<file path="config.mk">
export PLATFORM = sky130hd
export DESIGN_NAME = wb_fifo_lvl_flat
export DESIGN_NICKNAME = d
export VERILOG_FILES = /design/src/rtl/wb_fifo_pkg.sv /design/src/rtl/wb_fifo_lvl_if.sv /design/src/rtl/wb_fifo_ptr.sv /design/src/rtl/wb_fifo_lvl.sv /design/src/flat_wrapper.sv
export SDC_FILE = /design/constraint.sdc
export NUM_CORES = 1
export LEC_CHECK = 0
export ABC_AREA = 1
export CAP_MARGIN = 0
export CORE_MARGIN = 2
export CORE_UTILIZATION = 44
export DETAILED_ROUTE_END_ITERATION = 10
export GPL_ROUTABILITY_DRIVEN = 0
export PLACE_DENSITY = 0.9
export RECOVER_POWER = 100
export SYNTH_ARGS = -nofsm -noshare
export SYNTH_HDL_FRONTEND = slang
export SYNTH_HIERARCHICAL = 1
export SYNTH_SLANG_ARGS = --single-unit
export TNS_END_PERCENT = 20
</file>
<file path="constraint.sdc">
create_clock -name i_clk -period 4.1 [get_ports i_clk]
set_input_delay 1.23 -clock i_clk [delete_from_list [all_inputs] [get_ports i_clk]]
set_output_delay 1.23 -clock i_clk [all_outputs]
set_load 0.005 [all_outputs]
</file>
<file path="src/rtl/wb_fifo_pkg.sv">
// Shared sizing helpers and threshold range checks for the level-tracking Wishbone FIFO.
package wb_fifo_pkg;

  localparam int AFULL_MIN  = 1;
  localparam int AEMPTY_MIN = 0;

  function automatic int fifo_depth(input int aw);
    return 1 << aw;
  endfunction

  function automatic int lvl_width(input int aw);
    return aw + 1;
  endfunction

  function automatic bit afull_lvl_ok(input int aw, input int lvl);
    return (lvl >= AFULL_MIN) && (lvl <= fifo_depth(aw));
  endfunction

  function automatic bit aempty_lvl_ok(input int aw, input int lvl);
    return (lvl >= AEMPTY_MIN) && (lvl < fifo_depth(aw));
  endfunction

endpackage

</file>
<file path="src/rtl/wb_fifo_lvl_if.sv">
// Push and pop Wishbone handshakes of the FIFO, bundled as one bus.
interface wb_fifo_lvl_if #(parameter int DW = 8) ();
  logic          i_wb_push_cyc;
  logic          i_wb_push_stb;
  logic [DW-1:0] i_wb_push_data;
  logic          o_wb_push_stall;
  logic          o_wb_push_ack;
  logic          i_wb_pop_cyc;
  logic          i_wb_pop_stb;
  logic          o_wb_pop_stall;
  logic          o_wb_pop_ack;
  logic [DW-1:0] o_wb_pop_data;

  modport slave (
    input  i_wb_push_cyc, i_wb_push_stb, i_wb_push_data,
    output o_wb_push_stall, o_wb_push_ack,
    input  i_wb_pop_cyc, i_wb_pop_stb,
    output o_wb_pop_stall, o_wb_pop_ack, o_wb_pop_data
  );

  modport master (
    output i_wb_push_cyc, i_wb_push_stb, i_wb_push_data,
    input  o_wb_push_stall, o_wb_push_ack,
    output i_wb_pop_cyc, i_wb_pop_stb,
    input  o_wb_pop_stall, o_wb_pop_ack, o_wb_pop_data
  );
endinterface

</file>
<file path="src/rtl/wb_fifo_ptr.sv">
// Wrapping AW-bit FIFO pointer; flush beats increment.
module wb_fifo_ptr #(
  parameter int AW = 5
) (
  input  logic          i_clk,
  input  logic          i_reset_n,
  input  logic          i_flush,
  input  logic          i_inc,
  output logic [AW-1:0] o_ptr
);
  logic [AW-1:0] ptr_q, ptr_d;

  always_comb begin
    ptr_d = ptr_q;
    if (i_flush)    ptr_d = '0;
    else if (i_inc) ptr_d = ptr_q + 1'b1;
  end

  always_ff @(posedge i_clk or negedge i_reset_n) begin
    if (!i_reset_n) ptr_q <= '0;
    else            ptr_q <= ptr_d;
  end

  assign o_ptr = ptr_q;
endmodule

</file>
<file path="src/rtl/wb_fifo_lvl.sv">
// Wishbone FIFO over an external sync dual-port RAM; full depth usable, level-based
// flags, simultaneous push/pop, synchronous flush and sticky error flags.
module wb_fifo_lvl
  import wb_fifo_pkg::*;
#(
  parameter int DW         = 8,
  parameter int AW         = 5,
  parameter int AFULL_LVL  = (1 << AW) - 4,
  parameter int AEMPTY_LVL = 4
) (
  input  logic          i_clk,
  input  logic          i_reset_n,
  input  logic          i_flush,
  wb_fifo_lvl_if.slave  bus,
  output logic          o_full,
  output logic          o_empty,
  output logic          o_afull,
  output logic          o_aempty,
  output logic [AW:0]   o_level,
  output logic          o_overflow,
  output logic          o_underflow,
  output logic [AW-1:0] mem_addr_w,
  output logic          mem_we,
  output logic [DW-1:0] mem_data_write,
  output logic [AW-1:0] mem_addr_r,
  input  logic [DW-1:0] mem_data_read
);
  localparam int            LW       = lvl_width(AW);
  localparam logic [LW-1:0] FULL_L   = LW'(fifo_depth(AW));
  localparam logic [LW-1:0] AFULL_L  = LW'(AFULL_LVL);
  localparam logic [LW-1:0] AEMPTY_L = LW'(AEMPTY_LVL);

  if (!afull_lvl_ok(AW, AFULL_LVL)) begin : g_bad_afull
    $error("wb_fifo_lvl: AFULL_LVL out of range");
  end
  if (!aempty_lvl_ok(AW, AEMPTY_LVL)) begin : g_bad_aempty
    $error("wb_fifo_lvl: AEMPTY_LVL out of range");
  end

  logic [LW-1:0] lvl_q, lvl_d;
  logic          ovf_q, ovf_d, unf_q, unf_d;
  logic          push_ack_q, push_ack_d, pop_ack_q, pop_ack_d;
  logic          push_req, pop_req, push_ok, pop_ok;
  logic [AW-1:0] wr_ptr, rd_ptr;

  // Flags come from the level, so wr_ptr == rd_ptr is never ambiguous.
  assign o_full   = (lvl_q == FULL_L);
  assign o_empty  = (lvl_q == '0);
  assign o_afull  = (lvl_q >= AFULL_L);
  assign o_aempty = (lvl_q <= AEMPTY_L);
  assign o_level  = lvl_q;

  assign push_req = bus.i_wb_push_cyc & bus.i_wb_push_stb;
  assign pop_req  = bus.i_wb_pop_cyc & bus.i_wb_pop_stb;
  assign push_ok  = push_req & ~o_full;
  assign pop_ok   = pop_req & ~o_empty;

  wb_fifo_ptr #(.AW(AW)) u_wr_ptr (
    .i_clk(i_clk), .i_reset_n(i_reset_n), .i_flush(i_flush), .i_inc(push_ok), .o_ptr(wr_ptr)
  );
  wb_fifo_ptr #(.AW(AW)) u_rd_ptr (
    .i_clk(i_clk), .i_reset_n(i_reset_n), .i_flush(i_flush), .i_inc(pop_ok), .o_ptr(rd_ptr)
  );

  assign mem_we         = push_ok;
  assign mem_addr_w     = wr_ptr;
  assign mem_data_write = bus.i_wb_push_data;
  assign mem_addr_r     = rd_ptr;

  assign bus.o_wb_push_stall = o_full;
  assign bus.o_wb_push_ack   = push_ack_q;
  assign bus.o_wb_pop_stall  = o_empty;
  assign bus.o_wb_pop_ack    = pop_ack_q;
  assign bus.o_wb_pop_data   = mem_data_read;

  always_comb begin
    lvl_d      = lvl_q;
    ovf_d      = ovf_q | (push_req & o_full);
    unf_d      = unf_q | (pop_req & o_empty);
    push_ack_d = push_ok & ~i_flush;
    pop_ack_d  = pop_ok & ~i_flush;
    if (i_flush) begin
      lvl_d = '0;
      ovf_d = 1'b0;
      unf_d = 1'b0;
    end else if (push_ok && !pop_ok) begin
      lvl_d = lvl_q + 1'b1;
    end else if (pop_ok && !push_ok) begin
      lvl_d = lvl_q - 1'b1;
    end
  end

  always_ff @(posedge i_clk or negedge i_reset_n) begin
    if (!i_reset_n) begin
      lvl_q      <= '0;
      ovf_q      <= 1'b0;
      unf_q      <= 1'b0;
      push_ack_q <= 1'b0;
      pop_ack_q  <= 1'b0;
    end else begin
      lvl_q      <= lvl_d;
      ovf_q      <= ovf_d;
      unf_q      <= unf_d;
      push_ack_q <= push_ack_d;
      pop_ack_q  <= pop_ack_d;
    end
  end

  assign o_overflow  = ovf_q;
  assign o_underflow = unf_q;
endmodule

</file>
<file path="src/flat_wrapper.sv">
// flat-port wrapper written by rule: the top's interface ports become plain ports
module wb_fifo_lvl_flat import wb_fifo_pkg::*;
#(
  parameter int DW         = 8,
  parameter int AW         = 5,
  parameter int AFULL_LVL  = (1 << AW) - 4,
  parameter int AEMPTY_LVL = 4
)
  (i_clk, i_reset_n, i_flush, o_full, o_empty, o_afull, o_aempty, o_level, o_overflow, o_underflow, mem_addr_w, mem_we, mem_data_write, mem_addr_r, mem_data_read, bus_i_wb_push_cyc, bus_i_wb_push_stb, bus_i_wb_push_data, bus_o_wb_push_stall, bus_o_wb_push_ack, bus_i_wb_pop_cyc, bus_i_wb_pop_stb, bus_o_wb_pop_stall, bus_o_wb_pop_ack, bus_o_wb_pop_data);
  wb_fifo_lvl_if #(.DW(DW)) bus_i ();
  input  logic i_clk;
  input  logic i_reset_n;
  input  logic i_flush;
  output logic o_full;
  output logic o_empty;
  output logic o_afull;
  output logic o_aempty;
  output logic [AW:0] o_level;
  output logic o_overflow;
  output logic o_underflow;
  output logic [AW-1:0] mem_addr_w;
  output logic mem_we;
  output logic [DW-1:0] mem_data_write;
  output logic [AW-1:0] mem_addr_r;
  input  logic [DW-1:0] mem_data_read;
  input wire logic [$bits(bus_i.i_wb_push_cyc)-1:0] bus_i_wb_push_cyc;
  input wire logic [$bits(bus_i.i_wb_push_stb)-1:0] bus_i_wb_push_stb;
  input wire logic [$bits(bus_i.i_wb_push_data)-1:0] bus_i_wb_push_data;
  output wire logic [$bits(bus_i.o_wb_push_stall)-1:0] bus_o_wb_push_stall;
  output wire logic [$bits(bus_i.o_wb_push_ack)-1:0] bus_o_wb_push_ack;
  input wire logic [$bits(bus_i.i_wb_pop_cyc)-1:0] bus_i_wb_pop_cyc;
  input wire logic [$bits(bus_i.i_wb_pop_stb)-1:0] bus_i_wb_pop_stb;
  output wire logic [$bits(bus_i.o_wb_pop_stall)-1:0] bus_o_wb_pop_stall;
  output wire logic [$bits(bus_i.o_wb_pop_ack)-1:0] bus_o_wb_pop_ack;
  output wire logic [$bits(bus_i.o_wb_pop_data)-1:0] bus_o_wb_pop_data;
  assign bus_i.i_wb_push_cyc = bus_i_wb_push_cyc;
  assign bus_i.i_wb_push_stb = bus_i_wb_push_stb;
  assign bus_i.i_wb_push_data = bus_i_wb_push_data;
  assign bus_o_wb_push_stall = bus_i.o_wb_push_stall;
  assign bus_o_wb_push_ack = bus_i.o_wb_push_ack;
  assign bus_i.i_wb_pop_cyc = bus_i_wb_pop_cyc;
  assign bus_i.i_wb_pop_stb = bus_i_wb_pop_stb;
  assign bus_o_wb_pop_stall = bus_i.o_wb_pop_stall;
  assign bus_o_wb_pop_ack = bus_i.o_wb_pop_ack;
  assign bus_o_wb_pop_data = bus_i.o_wb_pop_data;
  wb_fifo_lvl #(.DW(DW), .AW(AW), .AFULL_LVL(AFULL_LVL), .AEMPTY_LVL(AEMPTY_LVL)) u_core (.i_clk(i_clk), .i_reset_n(i_reset_n), .i_flush(i_flush), .bus(bus_i), .o_full(o_full), .o_empty(o_empty), .o_afull(o_afull), .o_aempty(o_aempty), .o_level(o_level), .o_overflow(o_overflow), .o_underflow(o_underflow), .mem_addr_w(mem_addr_w), .mem_we(mem_we), .mem_data_write(mem_data_write), .mem_addr_r(mem_addr_r), .mem_data_read(mem_data_read));
endmodule
</file>
==> results by group <==
Critical path
  – WP data arrival: roughly 2.6 ns
  – CP Capture Type: primary output
  – R2R depth: 14
  – FF-to-FF End: u_core/o_level[5]$_DFFE_PN0P_
  – Worst setup SP type: primary input
  – FF-to-FF Start: u_core/o_level[1]$_DFFE_PN0P_
  – Required @ worst endpoint: 2.87 ns
  – Critical path class: in -> out
  – Worst-path maximum fanout: 2
  – Reg2reg setup slack: approximately 1.4 ns

GRT
  – Initial antenna violation count: 0
  – Grt total ovfl: 0
  – Total track usage: 16.0%
  – Largest net degree at the start of global routing: 21
  – Global-route wire length before repair: around 4500 µm
  – Number of global-route vias before repair: 1074

Synthesis
  – Net count after synthesis: 202
  – Post-Synthesis Cells: 172
  – Sequential fraction of the synthesis area: 35.1%
  – Seq cells post-synth: 20
  – Mapped cell area: between 0.001 and 0.0015 mm²
  – Syn_area_per_cell: 8.29 µm²
  – Netlist cell types: 28
  – YS warnings: 6

STA
  – Fin crit period: roughly 3.8 ns
  – Final period util: just over 90%
  – Fin Clk Skew: between 0.006 and 0.007 ns
  – Worst-Margin Slew: 0.913 ns
  – Headroom to the max-slew limit: 38.9%
  – Final setup fails: 0
  – Max-slew violation count: 0
  – Final hold vios: 0
  – Fmax: 265 MHz
  – Unrepaired setup endpoints after global routing: false
  – Setup TNS: 0 ns

Finish
  – Finished Layout Cells: 236
  – Diode count: 0
  – Layout cell share with drive strength beyond 1: 11.5%
  – Area of the multi-input gates: ~630 µm²
  – Fillers: 303
  – Register Area: ~500 µm²
  – Layout Area Growth over Synthesis: 17.0%
  – Post-layout nets: 223

Clock tree
  – Setup Buffers After CTS: 0
  – Htree depth: 1
  – Clock sink count: 20
  – CTS tree: yes
  – CTS max path bufs: 2
  – Post_cts resized: 0
  – Skew-Pair Late Insertion Delay: around 0.3 ns
  – Root Driver: clkbuf_4
  – Clock transition at the registers of the reported paths: ~0.12 ns
  – Hold Buf Count CTS: 0
  – CTS Buf Count: 3

Floorplan
  – Placeable Area: 0.00308 mm²
  – Die H: a little over 60 µm
  – Starting Density: 46.3%
  – Die width: 60.9 µm
  – IO Pins: 66
  – Std-Cell Rows: 20
  – Die Area: 0.00371 mm²

Hold path
  – Hold_sp: u_core/o_overflow$_DFF_PN0_
  – Worst Hold Endpoint: u_core/o_overflow$_DFF_PN0_
  – Hold depth: 2
  – Hold crit path type: reg -> reg

Routing
  – Drt pass-1 iters: 4
  – Total Wirelength: between 2000 and 3000 µm
  – Wire length per cell: approximately 11 µm
  – Via count: between 1000 and 1500
  – Post-route ant nets: 0
  – Initial DRC count: 51
  – DRC viols: 0
  – Vias per cell: 4.83

Job
  – Max-cap violations: 0

Power
  – Max VDD drop: around 0.00023 V
  – Leakage: 0.858 nW
  – Flop pwr share: about a third
  – Pint: 521 µW
  – Clock group share of total power: 19.4%
  – P_sw: 320 µW
  – Sw Ratio: 38.1%
  – Power Density: around 500 mW/mm²
  – Comb pwr share: 48.6%

Placement
  – Placed insts: between 200 and 250
  – HPWL Detailed: a little over 2000 µm
  – Port Buffers: 33

Run status
  – Status: finished, final reports clean
## critical path, stage by stage
cell           delay (ns)
dlygate4sd3_1        0.52
nand2_1              0.06
nor2_1               0.15
dlygate4sd3_1        0.58
## sequential cells by signal, indices dropped and copies added, names as in the netlist
signal and count:
u_core/bus.o_wb_pop_ack 1, u_core/bus.o_wb_push_ack 1, u_core/o_level 6, u_core/u_wr_ptr/o_ptr 5, u_core/o_overflow 1, u_core/u_rd_ptr/o_ptr 5
u_core/o_underflow 1
## worst max path at each step
| stage | start | end | slack, ns | cells past startpoint |
|---|---|---|---|---|
| final | bus_i_wb_push_cyc | mem_we | 0.32 | 4 |
| after detailed placement | bus_i_wb_push_stb | mem_we | 0.46 | 4 |
| after CTS | bus_i_wb_push_cyc | mem_we | 0.46 | 4 |
| after global routing | bus_i_wb_push_cyc | mem_we | 0.25 | 4 |
| after global placement | bus_i_wb_push_cyc | mem_we | 0.49 | 4 |
| after floorplan | bus_i_wb_push_cyc | mem_we | 1.29 | 2 |
## cell families (layout without fill, tap and decap cells)
group | Yosys count | after routing | synth area share (%)
compound gates | 21 | 21 | 8.86
xor+xnor | 5 | 5 | 3.07
fa+ha+maj | 7 | 7 | 6.67
buf+inv | 42 | 62 | 16.5
flops | 20 | 20 | 35.1
simple gates | 77 | 77 | 29.8
## power groups by stage
stage | Sequential, mW | Clock (mW) | Combinational (mW)
final | 0.270 | 0.163 | 0.409
after global routing | 0.278 | 0.174 | 0.462
after CTS | 0.272 | 0.168 | 0.458
after detailed placement | 0.276 | 0 | 0.455
after global placement | 0.275 | 0 | 0.443
after floorplan | 0.271 | 0 | 0.303
## layout make-up
class | count | share of cell area [%]
well taps | 44 | 3.30
multi-input cells | 110 | 37.8
clock buffers | 3 | 1.35
inverters | 24 | 5.77
repair buffers | 34 | 20.0
flip-flops and latches | 20 | 30.0
clock inverters | 1 | 1.80
## per-stage QoR
| step | worst slack, ns | hold slack, ns | util (%) | total power, mW | instance area, µm² |
|---|---|---|---|---|---|
| floorplan | 1.29 | 0.486 | - | 0.574 | 1430 |
| CTS | 0.460 | 0.543 | 56.4 | 0.898 | 1740 |
| global route | 0.254 | 0.567 | 54.2 | 0.914 | 1670 |
| global placement | 0.488 | 0.478 | 54.7 | 0.718 | 1680 |
| detailed placement | 0.463 | 0.514 | 54.7 | 0.731 | 1680 |
| finish | 0.324 | 0.526 | 54.2 | 0.842 | 1670 |
## layer usage
| layer | GRT usage, % | vias up | wire length [µm] |
|---|---|---|---|
| met5 | 0 | - | 0 |
| met4 | 5.28 | 0 | 17 |
| met3 | 2.56 | 2 | 161 |
| met2 | 26.7 | 33 | 1290 |
| met1 | 21.2 | 538 | 1220 |
| li1 | - | 566 | - |
## synthesized netlist by cell type, drive strengths merged
cell type	number	share of area, %
xnor2	3	1.8
dfrtp	20	35
o21ai	10	4.6
nor3	3	1.1
nand2	34	12
fa	1	1.4
inv	21	5.9
xor2	2	1.2
nor2	25	10
clkinv	3	1.1
buf	18	9.5
o21a	1	0.53
nand3	15	6.5
a21oi	10	3.8
ha	6	5.3
## cell usage in the layout, fill, tap and decap left out, types with 4 or more instances in the layout
master and n:
a21oi_1 9, dfrtp_1 20, dlygate4sd3_1 30, ha_1 6, inv_1 18, nand2_1 32
nand3_1 13, nor2_1 19, o21ai_0 4
Power figures use the tool's default switching activity.
